===== config.mk =====
export PLATFORM = sky130hd
export DESIGN_NAME = ejector
export DESIGN_NICKNAME = d
export VERILOG_FILES = /design/src/rtl/chipper_pkg.sv /design/src/rtl/eject_fifo.sv /design/src/rtl/ejector.sv
export SDC_FILE = /design/constraint.sdc
export NUM_CORES = 1
export LEC_CHECK = 0
export CAP_MARGIN = 20
export CORE_MARGIN = 2
export CORE_UTILIZATION = 49
export DETAILED_ROUTE_END_ITERATION = 6
export GPL_ROUTABILITY_DRIVEN = 0
export PLACE_DENSITY = 0.8
export SYNTH_ARGS = -nofsm -noshare
export SYNTH_HDL_FRONTEND = slang
export SYNTH_SLANG_ARGS = --single-unit

===== constraint.sdc =====
create_clock -name clk -period 3 [get_ports clk]
set_clock_uncertainty 0.05 [all_clocks]
set_input_delay 0.3 -clock clk [delete_from_list [all_inputs] [get_ports clk]]
set_output_delay 0.3 -clock clk [all_outputs]
set_load 0.01 [all_outputs]

===== src/rtl/chipper_pkg.sv =====
// rtl/chipper_pkg.sv - flit format, direction codes and blank flit shared by ejector and injector
// Flit layout: [9] golden, [8:6] dir, [5:0] destination ([5:3] row, [2:0] col).
package chipper_pkg;

    localparam int FLIT_W     = 10;
    localparam int ADDR_W     = 6;
    localparam int GOLDEN_BIT = 9;
    localparam int DIR_HI     = 8;
    localparam int DIR_LO     = 6;
    localparam int DEST_HI    = 5;
    localparam int DEST_LO    = 0;

    typedef enum logic [2:0] {
        DIR_E     = 3'b000,
        DIR_W     = 3'b001,
        DIR_N     = 3'b010,
        DIR_S     = 3'b011,
        DIR_LOCAL = 3'b100,
        DIR_BLANK = 3'b111
    } dir_e;

    localparam logic [FLIT_W-1:0] BLANK_FLIT = 10'b0_111_000000;

    // A slot is empty when its dir field carries the blank code.
    function automatic logic is_blank(input logic [FLIT_W-1:0] f);
        return f[DIR_HI:DIR_LO] == DIR_BLANK;
    endfunction

endpackage


===== src/rtl/eject_fifo.sv =====
// rtl/eject_fifo.sv - small ejection FIFO with wrapping pointers and occupancy count
// Ports: clk, rst (async active-high); push/din/full; pop/dout/empty; count.
// A push while full or a pop while empty is ignored. dout shows EMPTY_VAL when empty.
module eject_fifo #(
    parameter int               WIDTH     = 10,
    parameter int               DEPTH     = 4,
    parameter logic [WIDTH-1:0] EMPTY_VAL = '0
) (
    input  logic                     clk,
    input  logic                     rst,
    input  logic                     push,
    input  logic [WIDTH-1:0]         din,
    output logic                     full,
    input  logic                     pop,
    output logic [WIDTH-1:0]         dout,
    output logic                     empty,
    output logic [$clog2(DEPTH):0]   count
);

    localparam int AW = $clog2(DEPTH);
    localparam int CW = AW + 1;

    logic [WIDTH-1:0] mem_q [DEPTH];
    logic [AW-1:0]    wr_ptr_q, wr_ptr_d;
    logic [AW-1:0]    rd_ptr_q, rd_ptr_d;
    logic [CW-1:0]    count_q, count_d;
    logic             push_en, pop_en;

    // Fullness and emptiness come from the registered count, so a pop
    // never makes room for a push in the same cycle.
    assign full  = (count_q == CW'(DEPTH));
    assign empty = (count_q == '0);
    assign count = count_q;
    assign dout  = empty ? EMPTY_VAL : mem_q[rd_ptr_q];

    always_comb begin
        push_en  = push && !full;
        pop_en   = pop && !empty;
        wr_ptr_d = wr_ptr_q + AW'(push_en);
        rd_ptr_d = rd_ptr_q + AW'(pop_en);
        count_d  = count_q + CW'(push_en) - CW'(pop_en);
    end

    always_ff @(posedge clk or posedge rst) begin
        if (rst) begin
            wr_ptr_q <= '0;
            rd_ptr_q <= '0;
            count_q  <= '0;
        end else begin
            wr_ptr_q <= wr_ptr_d;
            rd_ptr_q <= rd_ptr_d;
            count_q  <= count_d;
        end
    end

    // Storage needs no reset: dout is masked while the FIFO is empty.
    always_ff @(posedge clk) begin
        if (push_en) begin
            mem_q[wr_ptr_q] <= din;
        end
    end

endmodule


===== src/rtl/ejector.sv =====
// rtl/ejector.sv - ejection stage: pulls at most one local flit per cycle into a FIFO
// Ports: clk, rst (async active-high); northad/southad/eastad/westad inbound flits;
// localad node address; nad/sad/ead/wad registered pass-through (ejected slot blank);
// ejd/ej_valid/ej_ready local delivery; ej_count_o/ej_block_o only under EJECTOR_STATS_EN.
module ejector
    import chipper_pkg::*;
#(
    parameter int FIFO_DEPTH = 4
) (
    input  logic              clk,
    input  logic              rst,
    input  logic [FLIT_W-1:0] northad,
    input  logic [FLIT_W-1:0] southad,
    input  logic [FLIT_W-1:0] eastad,
    input  logic [FLIT_W-1:0] westad,
    input  logic [ADDR_W-1:0] localad,
    output logic [FLIT_W-1:0] nad,
    output logic [FLIT_W-1:0] sad,
    output logic [FLIT_W-1:0] ead,
    output logic [FLIT_W-1:0] wad,
    output logic [FLIT_W-1:0] ejd,
    input  logic              ej_ready,
    output logic              ej_valid
`ifdef EJECTOR_STATS_EN
    ,
    output logic [15:0]       ej_count_o,
    output logic [15:0]       ej_block_o
`endif
);

    localparam int CW = $clog2(FIFO_DEPTH) + 1;

    // Slot index order doubles as the tie-break order: 0=N, 1=S, 2=E, 3=W.
    logic [3:0][FLIT_W-1:0] flit_in;
    logic [3:0][FLIT_W-1:0] out_q, out_d;
    logic [3:0]             cand, gold_cand, pool;
    logic [1:0]             win_idx;
    logic                   win_valid, do_eject;
    logic [FLIT_W-1:0]      push_data;
    logic                   fifo_full, fifo_empty;
    logic [CW-1:0]          fifo_count;

    assign flit_in = {westad, eastad, southad, northad};

    always_comb begin
        cand      = '0;
        gold_cand = '0;
        for (int i = 0; i < 4; i++) begin
            cand[i]      = !is_blank(flit_in[i]) &&
                           (flit_in[i][DEST_HI:DEST_LO] == localad);
            gold_cand[i] = cand[i] && flit_in[i][GOLDEN_BIT];
        end
        // Golden candidates pre-empt the fixed-order choice.
        pool = (|gold_cand) ? gold_cand : cand;

        win_idx = 2'd0;
        for (int i = 3; i >= 0; i--) begin
            if (pool[i]) begin
                win_idx = 2'(i);
            end
        end
        win_valid = |pool;
        do_eject  = win_valid && !fifo_full;
        push_data = flit_in[win_idx];

        for (int i = 0; i < 4; i++) begin
            out_d[i] = (do_eject && (win_idx == 2'(i))) ? BLANK_FLIT : flit_in[i];
        end
    end

    always_ff @(posedge clk or posedge rst) begin
        if (rst) begin
            out_q <= {4{BLANK_FLIT}};
        end else begin
            out_q <= out_d;
        end
    end

    assign nad = out_q[0];
    assign sad = out_q[1];
    assign ead = out_q[2];
    assign wad = out_q[3];

    eject_fifo #(
        .WIDTH     (FLIT_W),
        .DEPTH     (FIFO_DEPTH),
        .EMPTY_VAL (BLANK_FLIT)
    ) u_fifo (
        .clk   (clk),
        .rst   (rst),
        .push  (do_eject),
        .din   (push_data),
        .full  (fifo_full),
        .pop   (ej_ready),
        .dout  (ejd),
        .empty (fifo_empty),
        .count (fifo_count)
    );

    assign ej_valid = !fifo_empty;

`ifdef EJECTOR_STATS_EN
    logic [15:0] ej_count_q, ej_count_d;
    logic [15:0] ej_block_q, ej_block_d;

    always_comb begin
        ej_count_d = ej_count_q;
        ej_block_d = ej_block_q;
        if (do_eject && (ej_count_q != 16'hFFFF)) begin
            ej_count_d = ej_count_q + 16'd1;
        end
        if (win_valid && fifo_full && (ej_block_q != 16'hFFFF)) begin
            ej_block_d = ej_block_q + 16'd1;
        end
    end

    always_ff @(posedge clk or posedge rst) begin
        if (rst) begin
            ej_count_q <= '0;
            ej_block_q <= '0;
        end else begin
            ej_count_q <= ej_count_d;
            ej_block_q <= ej_block_d;
        end
    end

    assign ej_count_o = ej_count_q;
    assign ej_block_o = ej_block_q;
`else
    logic unused_count;
    assign unused_count = ^fifo_count;
`endif

endmodule


==> flow_summary_export.csv <==
group,metric,value,unit
sta,rsz0062_at_grt,"yes",
pwr,vdd_ir_drop_max,0.000240,V
grt,first_global_vias,2954,
detailed_routing,wire_per_inst,17.5,um
synth,yosys-top-cells-area,"edfxtp_1 (30%), dfrtp_1 (22%), dfstp_2 (7.9%), mux4_2 (5.6%), and2_1 (3.3%)",
sta,period_share,0.953,
worst_setup_path,cp_data_required_time,3.05,ns
synth,yosysUniqueCellTypes,50,
clock_network,cts_tree,"built",
clock_network,cts_sinks,87,
detailed_routing,drt_iter0_drc,104,
detailed_routing,ant_nets,0,
clock_network,insertion_delay,0.35,ns
synth,synth-simple-area-share,0.155,
pwr,power_frac_seq,0.452,
sta,tightest_slew,0.489,ns
clock_network,cts-root-buf,"clkbuf_8",
synth,yosysTopAreaCellShare,0.301,
placed_design,pre_cts_slack,-0.170,ns
die,die_h,94.2,um
detailed_routing,viasPerCell,5.23,
pwr,p_int,0.00237,W
worst_setup_path,worstSetupStartpointType,"input pin",
detailed_routing,route.detailed.drc,0,
synth,synth_async_sr_flop_share,0.540,
finish,syn2layout_area_growth,40.6,%
sta,slew_headroom,0.674,
finish,regArea,0.00239,mm2
sta,hold_viol,0,
worst_setup_path,reg2reg_from,"u_fifo.count[1]",
synth,seq_area_frac_synth,0.600,
synth,ys_warn_count,0,
finish,diodes,0,
worst_setup_path,reg2reg_to,"u_fifo.count[2]",
worst_setup_path,critPathTopFamily,"compound AO/OA/AOI/OAI gates",
clock_network,clk_path_buf_depth,2,
clock_network,h-tree-depth,3,
grt,antenna_found_initial,0,
placed_design,placed_area,0.00540,mm2
sta,slew_viol_final,0,
synth,synth_edf_count,40,
synth,ys_seq_elements,87,
synth,synth_xor_area_frac,0.0615,
die,dieArea,0.00887,mm2
status,status,"complete, no violations",
worst_setup_path,crit_type,"in2reg",
worst_setup_path,crit_path_cell_trace,"clkdlybuf4s50_1, xnor2_1, nor4bb_1, and2_2, o21ai_1, a22oi_2, o211ai_2, o221ai_1",
detailed_routing,via_count,2847,
sta,max_freq,350,MHz
finish,post-route-util,0.718,
pwr,power_leakage,2.27,nW
synth,synth_compound_area_frac,0.0571,
sta,setup_viol,0,
worst_setup_path,cp_slowest_stage_delay,0.61,ns
pwr,p_clk_frac,0.244,
pwr,power.switching,0.000927,W
worst_setup_path,cp.depth,8,
synth,syn_nets,344,
placed_design,hpwlAfterDp,7.37,mm
worst_setup_path,r2r_cells,10,
placed_design,portBuffers,99,
grt,grt_pass1_wl,15.3,mm
worst_setup_path,ff2ff_setup_slack,0.68,ns
synth,synthTopCellsByCount,"edfxtp_1 (40), dfrtp_1 (35), and2_1 (21)",
synth,yosys.area.top_type,"edfxtp_1",
run,maxCapViolCount,0,
grt,grt.total_usage,0.232,
synth,syn_inst,290,
clock_network,clk_pin_slew,0.09,ns
sta,fin_ws,0.140,ns
die,die_w,94.2,um
synth,yosys.cell_count.top_type,"edfxtp_1",
clock_network,cts_buffers,9,
die,rows,32,
sta,setup-tns-final,0,ns
worst_setup_path,cp.arrival,2.91,ns
synth,synth_top_family_by_area,"simple AND/OR/NAND/NOR gates",
finish,drive_above_1_share,0.219,
worst_setup_path,critPathSlowestCell,"clkdlybuf4s50_1",
finish,finalInstanceArea,0.00561,mm2
die,ioPinCount,100,
grt,grt.overflow.total,0,
die,start_util,0.511,
clock_network,cts_setup_buffers,0,
sta,whs,0.249,ns
pwr,p_per_area,589,mW/mm2
pwr,comb_power_share,0.304,
detailed_routing,drtPass1Iterations,4,
finish,multiInputGateArea,0.00149,mm2
detailed_routing,routed_wl,9.52,mm
synth,avgSynthCellArea,13.7,um2
synth,muxShareOfSynthArea,0.0816,
die,core,0.00781,mm2
synth,synth_adder_area_share,0.0176,
finish,nets,491,
grt,grt_max_degree,48,
pwr,p_sw_frac,0.281,
worst_setup_path,crit_buf_inv,1,
worst_hold_path,min_path_type,"in2async",
synth,syn_area,0.00399,mm2
synth,ys.flop_type,"edfxtp_1",
sta,final.min_clock_period,2.86,ns
finish,fill_cells,542,
worst_setup_path,crit_path_end_kind,"flop",
clock_network,cts_resized,0,
worst_setup_path,cp_max_fo,9,
clock_network,ctsHoldBuffers,0,
## power groups by stage
stage | registers, W | logic (W) | clock network (W)
floorplan | 0.00147 | 0.000548 | 0
global placement | 0.00152 | 0.000982 | 0
detailed placement | 0.00152 | 0.00101 | 0
CTS | 0.00150 | 0.00102 | 0.000825
global route | 0.00151 | 0.00109 | 0.000866
finish | 0.00149 | 0.00100 | 0.000805
## state kept, by name, summed over array words and instances, names as in the netlist
register / count
ead: 10
nad: 10
sad: 10
u_fifo.count: 3
u_fifo.mem_q: 40
u_fifo.rd_ptr_q: 2
u_fifo.wr_ptr_q: 2
wad: 10
## cells by family (layout without fill, tap and decap cells)
logic type	after synthesis	after routing
xor gates and xnor gates	28	28
muxes	20	20
DFF	87	87
AOI/OAI and AO/OA	26	26
adders and majority gates	5	5
and+or+nand+nor	100	100
buffers and inverters	24	176
## worst max path at each step
stage | from | endpoint | slack (ns)
finish | localad[2] | u_fifo.mem_q[3][6] | 0.14
global route | localad[2] | u_fifo.mem_q[3][6] | -0.08
CTS | localad[1] | u_fifo.count[2] | 0.20
detailed placement | localad[1] | u_fifo.count[2] | -0.17
global placement | localad[0] | u_fifo.count[2] | -0.08
floorplan | localad[4] | u_fifo.mem_q[0][0] | 0.18
## layout make-up
cell class                 instances  share of cell area
sequential                        87               0.427
multi-input combinational        179               0.265
timing repair buffer             143               0.240
clock buffer                      11              0.0234
tap                              102              0.0228
inverter                          17              0.0114
clock inverter                     5              0.0105
## metrics by stage
| step | cells | total power (W) |
|---|---|---|
| 2_1_floorplan | 290 | 0.00201 |
| 3_3_place_gp | 527 | 0.00250 |
| 4_1_cts | 543 | 0.00334 |
| 5_1_grt | 544 | 0.00347 |
| 6_report | 544 | 0.00330 |
| 3_5_place_dp | 527 | 0.00254 |
## placed cells by master, fill, tap and decap left out, drive strengths merged, types with 2 or more instances in the layout
cell type      synthesis  final
clkdlybuf4s50          0     99
buf                    4     44
edfxtp                40     40
dfrtp                 35     35
and2                  22     22
inv                   17     19
nand2                 18     18
nor2b                 17     17
xor2                  15     15
xnor2                 13     13
dfstp                 12     12
clkbuf                 3     11
mux2i                 10     10
mux4                  10     10
o221ai                 9      9
nor2                   7      7
nand2b                 6      6
or2                    6      6
and3                   4      4
nand3                  4      4
ha                     4      4
nor4                   3      3
nor3                   2      2
and4                   2      2
nand4                  2      2
and3b                  2      2
a31oi                  2      2
nor4bb                 2      2
o21ai                  2      2
## layer usage
metal,global-route usage,routed length (um)
met5,0,0
met1,0.316,4120
met2,0.363,4520
met4,0.0930,200
met3,0.0514,682
## worst reg2reg max path: stages (launching register included)
cell and delay (ns):
dfrtp_1 0.45, nor3_1 0.24, buf_4 0.21, nor2b_1 0.09, ha_1 0.28, inv_1 0.06, ha_1 0.13, inv_1 0.05
fa_1 0.38, xnor2_1 0.18, xnor2_1 0.14
(Power assumes the default switching activity.)
